==> src/rtl/id_ex_pipe_reg.sv <==
// ID/EX pipeline register with load-use hazard detection, bubble insertion,
// downstream hold, branch flush and a saturating bubble counter.
module id_ex_pipe_reg #(
  parameter int XLEN   = 64,
  parameter int REG_AW = 5,
  parameter int CNT_W  = 16
) (
  input  logic              clk,
  input  logic              rst_n,
  input  logic              id_valid,
  input  logic [XLEN-1:0]   id_pc,
  input  logic [XLEN-1:0]   id_rs1_data,
  input  logic [XLEN-1:0]   id_rs2_data,
  input  logic [XLEN-1:0]   id_imm,
  input  logic [REG_AW-1:0] id_rs1,
  input  logic [REG_AW-1:0] id_rs2,
  input  logic [REG_AW-1:0] id_rd,
  input  logic [2:0]        id_funct3,
  input  logic              id_funct7b5,
  input  logic              id_RegWrite,
  input  logic              id_MemRead,
  input  logic              id_MemWrite,
  input  logic              id_MemtoReg,
  input  logic              id_ALUSrc,
  input  logic              id_Branch,
  input  logic [1:0]        id_ALUOp,
  input  logic              ex_hold,
  input  logic              flush,
  output logic              stall_o,
  output logic              ex_valid,
  output logic [XLEN-1:0]   ex_pc,
  output logic [XLEN-1:0]   ex_rs1_data,
  output logic [XLEN-1:0]   ex_rs2_data,
  output logic [XLEN-1:0]   ex_imm,
  output logic [REG_AW-1:0] ex_rs1,
  output logic [REG_AW-1:0] ex_rs2,
  output logic [REG_AW-1:0] ex_rd,
  output logic [2:0]        ex_funct3,
  output logic              ex_funct7b5,
  output logic              ex_RegWrite,
  output logic              ex_MemRead,
  output logic              ex_MemWrite,
  output logic              ex_MemtoReg,
  output logic              ex_ALUSrc,
  output logic              ex_Branch,
  output logic [1:0]        ex_ALUOp,
  output logic [CNT_W-1:0]  bubble_cnt
);

  typedef struct packed {
    logic              valid;
    logic [XLEN-1:0]   pc;
    logic [XLEN-1:0]   rs1_data;
    logic [XLEN-1:0]   rs2_data;
    logic [XLEN-1:0]   imm;
    logic [REG_AW-1:0] rs1;
    logic [REG_AW-1:0] rs2;
    logic [REG_AW-1:0] rd;
    logic [2:0]        funct3;
    logic              funct7b5;
    logic              reg_write;
    logic              mem_read;
    logic              mem_write;
    logic              mem_to_reg;
    logic              alu_src;
    logic              branch;
    logic [1:0]        alu_op;
  } stage_t;

  stage_t ex_q;
  stage_t id_cap;
  logic   uses_rs1;
  logic   uses_rs2;
  logic   hazard;

  // An invalid slot is captured with its control bits forced low so it can never
  // write the register file or touch memory.
  // NOTE: always_comb assigns a full default first so no path can infer a latch.
  always_comb begin
    id_cap          = '0;
    id_cap.valid    = id_valid;
    id_cap.pc       = id_pc;
    id_cap.rs1_data = id_rs1_data;
    id_cap.rs2_data = id_rs2_data;
    id_cap.imm      = id_imm;
    id_cap.rs1      = id_rs1;
    id_cap.rs2      = id_rs2;
    id_cap.rd       = id_rd;
    id_cap.funct3   = id_funct3;
    id_cap.funct7b5 = id_funct7b5;
    if (id_valid) begin
      id_cap.reg_write  = id_RegWrite;
      id_cap.mem_read   = id_MemRead;
      id_cap.mem_write  = id_MemWrite;
      id_cap.mem_to_reg = id_MemtoReg;
      id_cap.alu_src    = id_ALUSrc;
      id_cap.branch     = id_Branch;
      id_cap.alu_op     = id_ALUOp;
    end
  end

  // rs2 matters for R-type and branches (ALUSrc=0) and for stores (store data).
  assign uses_rs1 = id_valid;
  assign uses_rs2 = id_valid & (~id_ALUSrc | id_MemWrite);
  assign hazard   = ex_q.valid & ex_q.mem_read & (ex_q.rd != '0) &
                    ((uses_rs1 & (ex_q.rd == id_rs1)) | (uses_rs2 & (ex_q.rd == id_rs2)));
  assign stall_o  = (hazard & ~flush) | ex_hold;

  // NOTE: sequential state uses non-blocking assignments so every flop samples
  // pre-edge values regardless of statement order.
  always_ff @(posedge clk or negedge rst_n) begin
    if (!rst_n) begin
      ex_q       <= '0;
      bubble_cnt <= '0;
    end else if (flush) begin
      ex_q <= '0;
    end else if (ex_hold) begin
      ex_q       <= ex_q;
      bubble_cnt <= bubble_cnt;
    end else if (hazard) begin
      ex_q <= '0;
      if (bubble_cnt != {CNT_W{1'b1}}) bubble_cnt <= bubble_cnt + CNT_W'(1);
    end else begin
      ex_q <= id_cap;
    end
  end

  assign ex_valid    = ex_q.valid;
  assign ex_pc       = ex_q.pc;
  assign ex_rs1_data = ex_q.rs1_data;
  assign ex_rs2_data = ex_q.rs2_data;
  assign ex_imm      = ex_q.imm;
  assign ex_rs1      = ex_q.rs1;
  assign ex_rs2      = ex_q.rs2;
  assign ex_rd       = ex_q.rd;
  assign ex_funct3   = ex_q.funct3;
  assign ex_funct7b5 = ex_q.funct7b5;
  assign ex_RegWrite = ex_q.reg_write;
  assign ex_MemRead  = ex_q.mem_read;
  assign ex_MemWrite = ex_q.mem_write;
  assign ex_MemtoReg = ex_q.mem_to_reg;
  assign ex_ALUSrc   = ex_q.alu_src;
  assign ex_Branch   = ex_q.branch;
  assign ex_ALUOp    = ex_q.alu_op;

endmodule

==> config.mk <==
export PLATFORM = sky130hd
export DESIGN_NAME = id_ex_pipe_reg
export DESIGN_NICKNAME = d
export VERILOG_FILES = /design/src/rtl/id_ex_pipe_reg.sv
export SDC_FILE = /design/constraint.sdc
export NUM_CORES = 1
export LEC_CHECK = 0
export CORE_AREA = 2 2 229 231
export CTS_CLUSTER_DIAMETER = 50
export DETAILED_ROUTE_END_ITERATION = 8
export DIE_AREA = 0 0 231 233
export PLACE_DENSITY_LB_ADDON = 0.15
export SYNTH_ARGS = -nofsm -noshare
export SYNTH_HDL_FRONTEND = slang
export SYNTH_SLANG_ARGS = --single-unit
==> constraint.sdc <==
create_clock -name clk -period 2.3 [get_ports clk]
set_input_delay 0.46 -clock clk [delete_from_list [all_inputs] [get_ports clk]]
set_output_delay 0.46 -clock clk [all_outputs]
set_load 0.005 [all_outputs]
==> impl_metrics.tcl <==
set metrics [dict create \
    coreArea_um2 51100 \
    postRouteAntennaNets 0 \
    drt_iter0_markers 361 \
    synthCells 737 \
    initial_core_util_pct 21.5 \
    seq_area_frac_synth_pct 68.4 \
    setup_viol 0 \
    reg2reg_slack_ns 0.21 \
    total_power_mw 14.6 \
    drv_slew 0 \
    path_clk_slew_ns 0.05 \
    worstRegToRegCells 8 \
    synth_seq_cells 300 \
    wl_per_cell_um 20.6 \
    layout_setup_ws_ns 0.0192 \
    maxSlewHeadroom_pct 68.5 \
    vias_per_cell 4.36 \
    rsz0062_at_grt "yes" \
    ios 589 \
    dp_hpwl_um 32300 \
    power.internal_mw 11.2 \
    std_cell_rows 83 \
    num-fill-cells 4991 \
    pwr-share-comb_pct 13.2 \
    cpPeakStageDelay_ns 0.45 \
    final_common_cell "clkdlybuf4s50_1" \
    worst-path-stages 6 \
    grt_max_degree 48 \
    start_kind "register" \
    vias 9093 \
    dr.pass1.iters 6 \
    layout_common_cells "586 x clkdlybuf4s50_1, 295 x dfrtp_1, 276 x a22o_1" \
    hold_viol 0 \
    tritoncts "yes" \
    max-vdd-ir-drop_v 0.000466 \
    drc 0 \
    clockBufferDepth 3 \
    crit_chain "xnor2_1 -> nand4_1 -> o22ai_4 -> nand2_1 -> o21bai_1 -> buf_2" \
    area_growth_pct 79.8 \
    place_ws_ns -0.375 \
    path_class "register to output port" \
    crit_family "flip-flops" \
    post-route-period-util_pct 99.2 \
    die_w_um 231 \
    nets 1658 \
    synth.distinct_cells 28 \
    utilization_pct 38.6 \
    outcome "finished, final reports clean" \
    numClockSinks 300 \
    arrival_ns 1.82 \
    gp_congestion 0.780 \
    p_leak_nw 8.63 \
    postSynthAreaPerCell_um2 14.9 \
    critPathSlowestCell "dfrtp_2" \
    rr_startpoint "ex_rd[0]" \
    syn_area_um2 11000 \
    die_h_um 233 \
    synth_warnings 0 \
    max_freq_mhz 438 \
    synth_top_area_share_pct 68.4 \
    netlist_top_cells_area "dfrtp_1 68%, a22o_1 22%, buf_4 2.0%" \
    first_global_vias 9771 \
    dp_cells 2000 \
    synth_nets 1026 \
    numPortBuffers 588 \
    worst_pin_slew_ns 0.473 \
    cts_made_buffers 43 \
    p_sw_mw 3.39 \
    routed_wl_um 43000 \
    yosysTopAreaCell "dfrtp_1" \
    hold_class "input pin to asynchronous set/reset pin" \
    cts_max_level 2 \
    fin_setup_tns_ns 0 \
    power.density_nw_per_um2 740 \
    finalCriticalPeriod_ns 2.28 \
    grt_antenna_before_repair 4 \
    cap_violations 0 \
    cp-end-kind "output port" \
    power_frac_seq_pct 39.2 \
    clock_latency_ns 0.54 \
    root_buffer "clkbuf_16" \
    die_area_um2 53800 \
    drive_above_1_share_pct 11.3 \
    grt_pass1_wl_um 63800 \
    cp_max_fo 3 \
    switching_share_pct 23.2 \
    final_cells 2086 \
    finalClockSkew_ns 0.0194 \
    grt.total_usage_pct 15.5 \
    cp_num_buf_inv 1 \
    worstPathRequired_ns 1.84 \
    gr-total-overflow 0 \
    r2r_end "ex_imm[32]" \
    p_clk_share_pct 47.6 \
]
cell usage after synthesis:
cell and number:
nor2_1 3, nand3_1 9, nand4_1 15, and3_1 8, xnor2_1 24, mux2_1 1, a21oi_1 2, nor2b_1 1
or2_1 1, buf_4 29, buf_2 5, nor4_1 1, o21bai_1 1, dfrtp_1 300, and2_1 1, a21oi_2 2
o21ai_1 1, a31oi_1 1, o22ai_4 1, a32o_1 8, nand2_1 4, nor3_1 3, clkbuf_1 33, ha_1 1
a22o_1 276, mux2i_1 1, and4_1 3, inv_1 2
final cells by class:
cell class	count	area, µm²	share of cell area (%)
flip-flops and latches	300	7510	38.1
well taps	680	851	4.31
diodes	3	7.51	0.0381
repair buffers	654	6670	33.8
multi-input cells	368	3150	16.0
clock buffers	53	1210	6.12
clock inverters	26	314	1.59
inverters	2	7.51	0.0381
power groups by stage:
| stage | sequential (mW) | clock [mW] | combinational, mW |
|---|---|---|---|
| 3_3_place_gp | 5.81 | 0 | 1.94 |
| 6_report | 5.72 | 6.95 | 1.93 |
| 4_1_cts | 5.72 | 7.18 | 1.96 |
| 2_1_floorplan | 5.82 | 0 | 0.436 |
| 3_5_place_dp | 5.81 | 0 | 1.94 |
| 5_1_grt | 5.75 | 7.40 | 2.06 |
stage by stage:
stage	area, µm²	hold slack (ns)
5_1_grt	19700	0.456
3_5_place_dp	18100	0.426
2_1_floorplan	11000	0.164
6_report	19700	0.443
3_3_place_gp	18100	0.420
4_1_cts	19700	0.429
logic make-up after synthesis:
group                    synth area share [%]
AO/OA/AOI/OAI                            23.4
buffers and inverters                    3.41
adder cells (fa/ha/maj)                 0.114
flip-flops                               68.4
multiplexers                            0.194
AND/OR/NAND/NOR                          2.57
XOR/XNOR                                 1.92
registers in the layout (all words and copies together) (netlist names):
| name | flops |
|---|---|
| ex_RegWrite | 1 |
| ex_rs2 | 5 |
| ex_ALUSrc | 1 |
| ex_MemRead | 1 |
| ex_rs1_data | 64 |
| ex_pc | 64 |
| ex_rs1 | 5 |
| ex_ALUOp | 2 |
| ex_MemWrite | 1 |
| bubble_cnt | 16 |
| ex_rd | 5 |
| ex_funct3 | 3 |
| ex_Branch | 1 |
| ex_imm | 64 |
| ex_MemtoReg | 1 |
| ex_funct7b5 | 1 |
| ex_valid | 1 |
| ex_rs2_data | 64 |
per-layer routing:
metal | vias up | share of wire (%) | global-route usage, %
li1 | 4139 | - | -
met1 | 4533 | 40 | 18.7
met2 | 351 | 50 | 26.3
met3 | 68 | 7.4 | 4.49
met4 | 2 | 2.6 | 5.85
met5 | - | 0.030 | 0
timing repair:
action	in CTS	in global routing
endpoints found under the setup margin	1	1
hold buffers	1	0
buffers inserted	2	1
pin swaps	4	5
endpoints found under the hold margin	36	0
gates resized for setup	8	8
worst max path at each step:
stage                   start      end
floorplan            id_valid  stall_o
global placement    id_rs2[4]  stall_o
detailed placement  id_rs2[4]  stall_o
CTS                  ex_rd[4]  stall_o
global route         ex_rd[0]  stall_o
finish               ex_rd[1]  stall_o
Power figures use the tool's default switching activity.
